--- src/rtl/fifo_wr_arbiter_if.sv ---
// rtl/fifo_wr_arbiter_if.sv - producer/FIFO-side signal bundle for fifo_wr_arbiter
interface fifo_wr_arbiter_if #(
    parameter int NUM_REQ = 4,
    parameter int DATA_W  = 32
);
    localparam int ID_W = $clog2(NUM_REQ);

    logic [NUM_REQ-1:0]        req_valid;
    logic [NUM_REQ*DATA_W-1:0] req_data;
    logic [NUM_REQ-1:0]        req_ready;
    logic                      full;
    logic                      we;
    logic [DATA_W-1:0]         data_in;
    logic                      gnt_valid;
    logic [ID_W-1:0]           gnt_id;

    // master: the arbiter; slave: producers plus the FIFO write port
    modport master (
        input  req_valid, req_data, full,
        output req_ready, we, data_in, gnt_valid, gnt_id
    );

    modport slave (
        output req_valid, req_data, full,
        input  req_ready, we, data_in, gnt_valid, gnt_id
    );
endinterface

--- src/rtl/fifo_wr_arbiter.sv ---
// rtl/fifo_wr_arbiter.sv - round-robin arbiter sharing one FIFO write port; burst mode via FIFO_ARB_BURST_EN
module fifo_wr_arbiter #(
    parameter int NUM_REQ   = 4,
    parameter int DATA_W    = 32,
    parameter int MAX_BURST = 4
) (
    input  logic               clk,
    input  logic               reset,
    fifo_wr_arbiter_if.master  bus
);
    localparam int ID_W = $clog2(NUM_REQ);
`ifdef FIFO_ARB_BURST_EN
    localparam int BURST_LIM = MAX_BURST;
`else
    // single-word grants; MAX_BURST has no effect in this build
    localparam int BURST_LIM = 1 + 0 * MAX_BURST;
`endif

    typedef enum logic {IDLE, GRANT} state_t;

    state_t            state, state_nxt;
    logic [ID_W-1:0]   gnt_id, gnt_id_nxt;
    logic [ID_W-1:0]   rr_ptr, rr_ptr_nxt;
    logic [3:0]        beat_cnt, beat_cnt_nxt;
    logic [DATA_W-1:0] last_word, last_word_nxt;
    logic [DATA_W-1:0] words [NUM_REQ];
    logic [ID_W-1:0]   pick_id, cand;
    logic              pick_found;
    logic              beat;
    logic              burst_done;
    int                cand_int;

    for (genvar i = 0; i < NUM_REQ; i++) begin : g_unpack
        assign words[i] = bus.req_data[i*DATA_W +: DATA_W];
    end

    // first valid requester after rr_ptr, wrapping at NUM_REQ
    always_comb begin
        pick_found = 1'b0;
        pick_id    = '0;
        cand_int   = 0;
        cand       = '0;
        for (int k = 1; k <= NUM_REQ; k++) begin
            cand_int = (int'(rr_ptr) + k) % NUM_REQ;
            cand     = ID_W'(cand_int);
            if (!pick_found && bus.req_valid[cand]) begin
                pick_found = 1'b1;
                pick_id    = cand;
            end
        end
    end

    always_comb begin
        state_nxt     = state;
        gnt_id_nxt    = gnt_id;
        rr_ptr_nxt    = rr_ptr;
        beat_cnt_nxt  = beat_cnt;
        last_word_nxt = last_word;
        beat          = 1'b0;
        burst_done    = 1'b0;
        bus.req_ready = '0;
        bus.we        = 1'b0;
        bus.data_in   = last_word;
        bus.gnt_valid = 1'b0;
        case (state)
            IDLE: begin
                if (pick_found) begin
                    gnt_id_nxt   = pick_id;
                    beat_cnt_nxt = '0;
                    state_nxt    = GRANT;
                end
            end
            GRANT: begin
                bus.gnt_valid         = 1'b1;
                bus.req_ready[gnt_id] = !bus.full;
                beat                  = bus.req_valid[gnt_id] & !bus.full;
                burst_done            = beat && (({1'b0, beat_cnt} + 5'd1) == 5'(BURST_LIM));
                bus.we                = beat;
                if (beat) begin
                    bus.data_in   = words[gnt_id];
                    last_word_nxt = words[gnt_id];
                    beat_cnt_nxt  = beat_cnt + 4'd1;
                end
                // a dropped valid ends the grant even while the FIFO is full
                if (!bus.req_valid[gnt_id] || burst_done) begin
                    state_nxt  = IDLE;
                    rr_ptr_nxt = gnt_id;
                end
            end
            default: state_nxt = IDLE;
        endcase
    end

    always_ff @(posedge clk) begin
        if (reset) begin
            state     <= IDLE;
            gnt_id    <= '0;
            beat_cnt  <= '0;
            rr_ptr    <= ID_W'(NUM_REQ - 1);
            last_word <= '0;
        end else begin
            state     <= state_nxt;
            gnt_id    <= gnt_id_nxt;
            beat_cnt  <= beat_cnt_nxt;
            rr_ptr    <= rr_ptr_nxt;
            last_word <= last_word_nxt;
        end
    end

    assign bus.gnt_id = gnt_id;
endmodule

--- src/flat_wrapper.sv ---
// flat-port wrapper written by rule: the top's interface ports become plain ports
module fifo_wr_arbiter_flat 
#(
    parameter int NUM_REQ   = 4,
    parameter int DATA_W    = 32,
    parameter int MAX_BURST = 4
)
  (clk, reset, bus_req_valid, bus_req_data, bus_full, bus_req_ready, bus_we, bus_data_in, bus_gnt_valid, bus_gnt_id);
  fifo_wr_arbiter_if #(.NUM_REQ(NUM_REQ), .DATA_W(DATA_W)) bus_i ();
  input  logic clk;
  input  logic reset;
  input wire logic [$bits(bus_i.req_valid)-1:0] bus_req_valid;
  input wire logic [$bits(bus_i.req_data)-1:0] bus_req_data;
  input wire logic [$bits(bus_i.full)-1:0] bus_full;
  output wire logic [$bits(bus_i.req_ready)-1:0] bus_req_ready;
  output wire logic [$bits(bus_i.we)-1:0] bus_we;
  output wire logic [$bits(bus_i.data_in)-1:0] bus_data_in;
  output wire logic [$bits(bus_i.gnt_valid)-1:0] bus_gnt_valid;
  output wire logic [$bits(bus_i.gnt_id)-1:0] bus_gnt_id;
  assign bus_i.req_valid = bus_req_valid;
  assign bus_i.req_data = bus_req_data;
  assign bus_i.full = bus_full;
  assign bus_req_ready = bus_i.req_ready;
  assign bus_we = bus_i.we;
  assign bus_data_in = bus_i.data_in;
  assign bus_gnt_valid = bus_i.gnt_valid;
  assign bus_gnt_id = bus_i.gnt_id;
  fifo_wr_arbiter #(.NUM_REQ(NUM_REQ), .DATA_W(DATA_W), .MAX_BURST(MAX_BURST)) u_core (.clk(clk), .reset(reset), .bus(bus_i));
endmodule
--- config.mk ---
export PLATFORM = sky130hd
export DESIGN_NAME = fifo_wr_arbiter_flat
export DESIGN_NICKNAME = d
export VERILOG_FILES = /design/src/rtl/fifo_wr_arbiter_if.sv /design/src/rtl/fifo_wr_arbiter.sv /design/src/flat_wrapper.sv
export SDC_FILE = /design/constraint.sdc
export NUM_CORES = 1
export LEC_CHECK = 0
export ABC_AREA = 1
export BUFFER_PORTS_ARGS = -buffer_cell sky130_fd_sc_hd__buf_2
export CORE_AREA = 5 5 110 92
export CTS_BUF_LIST = sky130_fd_sc_hd__clkbuf_4 sky130_fd_sc_hd__clkbuf_8
export CTS_CLUSTER_SIZE = 30
export DETAILED_ROUTE_END_ITERATION = 10
export DIE_AREA = 0 0 115 97
export GPL_TIMING_DRIVEN = 0
export PLACE_DENSITY_LB_ADDON = 0.12
export SETUP_SLACK_MARGIN = 0.1
export SKIP_CTS_REPAIR_TIMING = 1
export SLEW_MARGIN = 10
export SYNTH_ARGS = -nofsm -noshare
export SYNTH_HDL_FRONTEND = slang
export SYNTH_SLANG_ARGS = --single-unit
--- constraint.sdc ---
create_clock -name clk -period 1.4 [get_ports clk]
set_input_delay 0.07 -clock clk [delete_from_list [all_inputs] [get_ports clk]]
set_output_delay 0.07 -clock clk [all_outputs]
set_load 0.02 [all_outputs]
==> results of run 1 <==
-- cell families (layout without fill, tap and decap cells) --
group                    count (synthesis)  in the layout
AO/OA/AOI/OAI                           46             46
XOR/XNOR                                 2              2
adder cells (fa/ha/maj)                  2              2
buffers and inverters                  121            314
flip-flops                              41             41
AND/OR/NAND/NOR                        300            301
-- synth_stat cells (all sizes together) --
master  number  area [um^2]
xor2         1         8.76
o21ai       37          204
nand3      114          576
a21oi        8         55.1
clkbuf      13         48.8
ha           2         25.0
inv         84          320
nand2      106          413
nor3         2         10.0
nand4       34          213
nor2        44          175
xnor2        1         8.76
buf         24          126
o211ai       1         12.5
dfxtp       41          821
-- cell type report --
cell class                      instances  area share
Buffer                                 37      0.0621
Clock buffer                            8      0.0192
Inverter                               84      0.0694
Multi-Input combinational cell        351       0.418
Sequential cell                        41       0.175
Tap cell                              115      0.0302
Timing Repair Buffer                  185       0.226
-- critical path: cells and delay by family (launching register included) --
kind,cells,cell delay (ps)
and+or+nand+nor,2,320
AOI/OAI and AO/OA,2,330
buffers and inverters,5,660
DFF,1,340
-- flip-flops by register name, indices dropped and copies added (netlist names) --
signal	count
u_core.bus.gnt_id	2
u_core.last_word	32
u_core.rr_ptr	2
u_core.beat_cnt	4
u_core.state	1
-- path summary, 6_finish.rpt --
check,start,to,depth (start not counted)
worst max register to register,u_core.bus.gnt_id[0],u_core.beat_cnt[2],11
worst max-delay path,u_core.bus.gnt_id[0],bus_data_in[1],9
worst min register to register,u_core.state,u_core.state,1
worst min-delay path,bus_req_data[14],u_core.last_word[14],5
-- power by group --
group	internal, W	switching (W)
clock network	0.000413	0.000408
registers	0.00142	0.000109
logic	0.00236	0.00445
-- layout by cell type, fill, tap and decap left out, types with 2 or more instances in the layout --
cell	synthesis	routed
a21oi_1	4	4
a21oi_2	4	4
buf_1	6	2
buf_2	14	164
buf_4	3	15
buf_6	1	16
buf_8	0	5
clkbuf_1	13	4
clkbuf_16	0	3
clkbuf_2	0	10
clkbuf_4	0	5
clkbuf_8	0	5
dfxtp_1	41	36
dfxtp_2	0	3
dfxtp_4	0	2
ha_1	2	2
inv_1	74	45
inv_2	8	36
nand2_1	100	68
nand2_2	6	36
nand2_4	0	3
nand3_1	113	113
nand4_1	34	34
nor2_1	42	38
nor2_2	1	3
nor2_4	1	3
o21ai_0	4	4
o21ai_2	5	28
o21ai_4	0	5
-- metrics by stage --
stage | TNS, ps | util | area [um^2]
floorplan | -3240 | - | 3270
global placement | -22940 | 0.484 | 4280
detailed placement | -24230 | 0.484 | 4280
CTS | -36770 | 0.494 | 4370
global route | -34040 | 0.538 | 4760
finish | -28440 | 0.538 | 4760
-- metal layers --
| metal | global-route usage | up-vias | wire length, um |
|---|---|---|---|
| met5 | 0 | - | 11 |
| met4 | 0.0596 | 2 | 191 |
| met3 | 0.0493 | 22 | 1200 |
| met2 | 0.377 | 214 | 6230 |
| met1 | 0.303 | 1931 | 5970 |
| li1 | - | 2049 | - |
==> qor.yml, run 1 <==
status:
  outcome: "complete, but fails checks"
  violations: "setup timing"
setup_path:
  cp_max_fo: 8
  slowest_delay_ps: 340
  crit_top_cell: "inv_2"
  path_cells: "buf_8 > inv_2 > nand3_1 > o211ai_4 > nand2_4 > clkbuf_16 > o21ai_4 > inv_2 > buf_6"
  crit_path_end_kind: "output port"
  crit_arrival_ps: 1950
  ff2ff_setup_slack_ps: -410
  critPathRequiredTime_ps: 1330
  worstSetupStartpointType: "flip-flop"
  slowest_stage: "dfxtp_2"
  worstSetupPathType: "reg -> out"
timing:
  maxSlewHeadroom: 0.614
  rsz0062_at_grt: "yes"
  worstMarginPinSlew_ps: 579
  fin_crit_ps: 2020
  hold-worst-slack_ps: 152
  finalSetupViolations: 77
  setup_ws_ps: -620
  finalCritPeriodShare: 1.44
  skew_ps: 2.78
  final_hold_viol_count: 0
  drv_slew: 0
  fmax_mhz: 495
placement:
  pre_cts_ws_ps: -477
  dp.cells: 800
  gp_congestion: 0.872
  placement.io_buffers: 173
  post-dp-hpwl_mm: 10.2
logic_synthesis:
  syn_nets: 649
  synthXorXnorAreaFrac: 0.00581
  synth_simple_gate_area_frac: 0.460
  synth_top_family_by_area: "simple AND/OR/NAND/NOR gates"
  synth.distinct_cells: 27
  ys_seq_elements: 41
  synth_compound_area_frac: 0.0900
  yosysSeqAreaShare: 0.272
  synth_adder_area_share: 0.00830
  syn_inst: 512
  synthesis.area_um2: 3020
  synth.area.mux_share: 0
  avgSynthCellArea_um2: 5.89
  synth_warnings: 0
power:
  ir_drop_mv: 0.859
  cellPowerDensity_nw_per_um2: 1930
  p_total_w: 0.00916
  leakage_nw: 2.57
layout:
  fin_cells: 821
  layout-drive-gt1-share: 0.501
  final-seq-area_um2: 832
  area_delta_synth_final_pct: 57.7
  nFillCells: 929
  multiInputGateArea_um2: 1990
  n_antenna_cell: 0
  final_nets: 842
drt:
  route.detailed.drc: 0
  avgViaCountPerCell: 5.14
  dr_total_vias: 4218
  drtIter0Drc: 268
  firstDrtPassIters: 5
  ant_nets: 0
  wirelength_mm: 13.6
  wl_per_cell_um: 16.6
global_route:
  gr-usage-all-layers: 0.230
  grt_overflow: 0
  grt_pass1_vias: 4131
  antenna_found_initial: 1
  grt_pass1_wl_mm: 20.9
  grt_max_degree: 12
clock_tree:
  clock_latency_ps: 290
  clockBufferDepth: 2
  htreeDepth: 2
  cts_tree: "built"
  cts.sinks: 41
  root_buffer: "clkbuf_8"
  clk_pin_slew_ps: 80
  cts_buffers: 5
die:
  start_util: 0.341
  ios: 175
  dieArea_um2: 11200
  die_w_um: 115
  coreArea_um2: 8840
  chipHeight_um: 97
  rows: 31
flow_run:
  maxCapViolations: 0
min_path:
  hold_path.class: "in -> reg"
No activity file was read; power rests on OpenSTA's default activity.
==> inputs of run 2 (changes only) <==
--- a/config.mk
+++ b/config.mk
@@ -5,13 +5,12 @@
 export SDC_FILE = /design/constraint.sdc
 export NUM_CORES = 1
 export LEC_CHECK = 0
-export ABC_AREA = 1
 export BUFFER_PORTS_ARGS = -buffer_cell sky130_fd_sc_hd__buf_2
-export CORE_AREA = 5 5 110 92
+export CORE_AREA = 5 5 98 82
 export CTS_BUF_LIST = sky130_fd_sc_hd__clkbuf_4 sky130_fd_sc_hd__clkbuf_8
 export CTS_CLUSTER_SIZE = 30
 export DETAILED_ROUTE_END_ITERATION = 10
-export DIE_AREA = 0 0 115 97
+export DIE_AREA = 0 0 103 87
 export GPL_TIMING_DRIVEN = 0
 export PLACE_DENSITY_LB_ADDON = 0.12
 export SETUP_SLACK_MARGIN = 0.1
==> qor.yml, run 2 <==
status:
  outcome: "complete, but fails checks"
  violations: "setup timing"
drt:
  dr_total_vias: 2570
  drtIter0Drc: 104
  ant_nets: 0
  wl_per_cell_um: 15.7
  wirelength_mm: 8.00
  firstDrtPassIters: 4
  route.detailed.drc: 0
  avgViaCountPerCell: 5.04
logic_synthesis:
  synth_most_common_cell: "dfxtp_1"
  synth_top_area_share: 0.304
  synthFlopType: "dfxtp_1"
  synthesis.area_um2: 2700
  syn_inst: 219
  synth.distinct_cells: 32
  synth_warnings: 0
  yosysTopAreaCell: "dfxtp_1"
  synth_edf_count: 0
  yosysSeqAreaShare: 0.304
  synth_common_cells: "41 x dfxtp_1, 33 x mux4_2, 33 x nor2b_1, 25 x mux2_4, 9 x nor2_1"
  async_flop_share: 0
  ys_seq_elements: 41
  avgSynthCellArea_um2: 12.3
  synth_area_leaders: "dfxtp_1 30%, mux4_2 27%, mux2_4 14%, nor2b_1 7.6%, mux2_1 2.9%"
  syn_nets: 356
clock_tree:
  cts_tree: "built"
  cts.sinks: 41
  htreeDepth: 2
  cts_buffers: 5
  clockBufferDepth: 2
  clock_latency_ps: 280
  clk_pin_slew_ps: 80
  root_buffer: "clkbuf_8"
layout:
  largest_register: "u_core.last_word"
  reg_top3: "u_core.last_word x32, u_core.beat_cnt x4"
  largest_reg_flops: 32
  final_nets: 556
  mostFrequentLayoutCell: "buf_2"
  utilization: 0.604
  final_cell_mix: "137 x buf_2, 40 x buf_4, 36 x dfxtp_1"
  layout-drive-gt1-share: 0.707
  area_delta_synth_final_pct: 58.2
  n_antenna_cell: 0
power:
  leakage_nw: 1.94
  ir_drop_mv: 0.448
  cellPowerDensity_nw_per_um2: 843
die:
  dieArea_um2: 8960
  start_util: 0.382
  coreArea_um2: 7080
  die_w_um: 103
  ios: 175
  rows: 28
  chipHeight_um: 87
timing:
  finalSetupViolations: 73
  setup_tns_ps: -33980
  drv_slew: 0
  setup_ws_ps: -685
  fin_crit_ps: 2080
  skew_ps: 2.50
  rsz0062_at_grt: "yes"
  maxSlewHeadroom: 0.670
  final_hold_viol_count: 0
  worstMarginPinSlew_ps: 495
  fmax_mhz: 480
  finalCritPeriodShare: 1.49
setup_path:
  cp_max_fo: 10
  path_cells: "mux4_2 > nand2_4 > inv_8 > buf_12 > mux2_4 > buf_4"
  crit_path_end_kind: "output port"
  ff2ff_setup_slack_ps: -430
  worstSetupStartpointType: "flip-flop"
  slowest_stage: "mux4_2"
  critPathRequiredTime_ps: 1330
  crit_arrival_ps: 2010
  worstSetupPathType: "reg -> out"
  slowest_delay_ps: 550
placement:
  gp_congestion: 0.792
  post-dp-hpwl_mm: 6.32
  pre_cts_ws_ps: -485
  placement.io_buffers: 173
flow_run:
  maxCapViolations: 0
global_route:
  grt_pass1_vias: 2457
  grt_max_degree: 13
  grt_pass1_wl_mm: 11.6
  antenna_found_initial: 0
  grt_overflow: 0
  gr-usage-all-layers: 0.167
min_path:
  hold_path.class: "in -> reg"
-- run 2: kinds of logic (layout without fill, tap and decap cells) --
| logic type | count (synthesis) | in the layout | synth area share |
|---|---|---|---|
| multiplexers | 69 | 69 | 0.458 |
| flip-flops | 41 | 41 | 0.304 |
| buffers and inverters | 23 | 224 | 0.0444 |
| adder cells (fa/ha/maj) | 2 | 2 | 0.00925 |
| AO/OA/AOI/OAI | 17 | 17 | 0.0407 |
| AND/OR/NAND/NOR | 67 | 67 | 0.144 |
-- run 2: path summary, 6_finish.rpt --
check                         endpoint  depth (start not counted)            startpoint
hold reg to reg     u_core.beat_cnt[0]                          2    u_core.beat_cnt[0]
hold / removal    u_core.last_word[15]                          2                 reset
setup / recovery       bus_data_in[14]                          6  u_core.bus.gnt_id[1]
setup reg to reg  u_core.last_word[18]                          6  u_core.bus.gnt_id[1]
-- run 2: where the power goes --
part | switching (W) | internal [W] | total, W | leakage [nW]
logic | 0.000606 | 0.000890 | 0.00150 | 1.55
clock network | 0.000393 | 0.000446 | 0.000839 | 0.0542
registers | 0.0000388 | 0.00123 | 0.00127 | 0.336
total | 0.00104 | 0.00257 | 0.00360 | 1.94
-- run 2: metal layers --
metal  GRT usage  vias up  part of all wire
li1            -     1217                 -
met1       0.214     1232              0.40
met5           0        -                 0
met3      0.0608        5              0.12
met2       0.271      116              0.48
met4      0.0329        0            0.0045
-- run 2: final cells by class --
| type | count | area (um^2) |
|---|---|---|
| clock inverters | 1 | 5.00 |
| flip-flops and latches | 41 | 835 |
| multi-input cells | 155 | 1820 |
| well taps | 90 | 113 |
| inverters | 6 | 30.0 |
| fillers | 615 | 2800 |
| plain buffers | 17 | 203 |
| repair buffers | 193 | 1170 |
| clock buffers | 7 | 96.3 |
-- run 2: through the flow --
step	total power [W]	instance area (um^2)	hold slack, ps	cells
floorplan	0.00215	2760	344	219
global placement	0.00254	3740	446	482
detailed placement	0.00256	3740	449	482
CTS	0.00341	3840	147	490
global route	0.00382	4280	186	510
finish	0.00360	4280	159	510
-- run 2: worst max-delay path, delay by kind of cell (launching register included) --
kind / cells / cell delay, ps
buffers and inverters: 3 / 380
flip-flops: 1 / 370
multiplexers: 2 / 850
AND/OR/NAND/NOR: 1 / 130
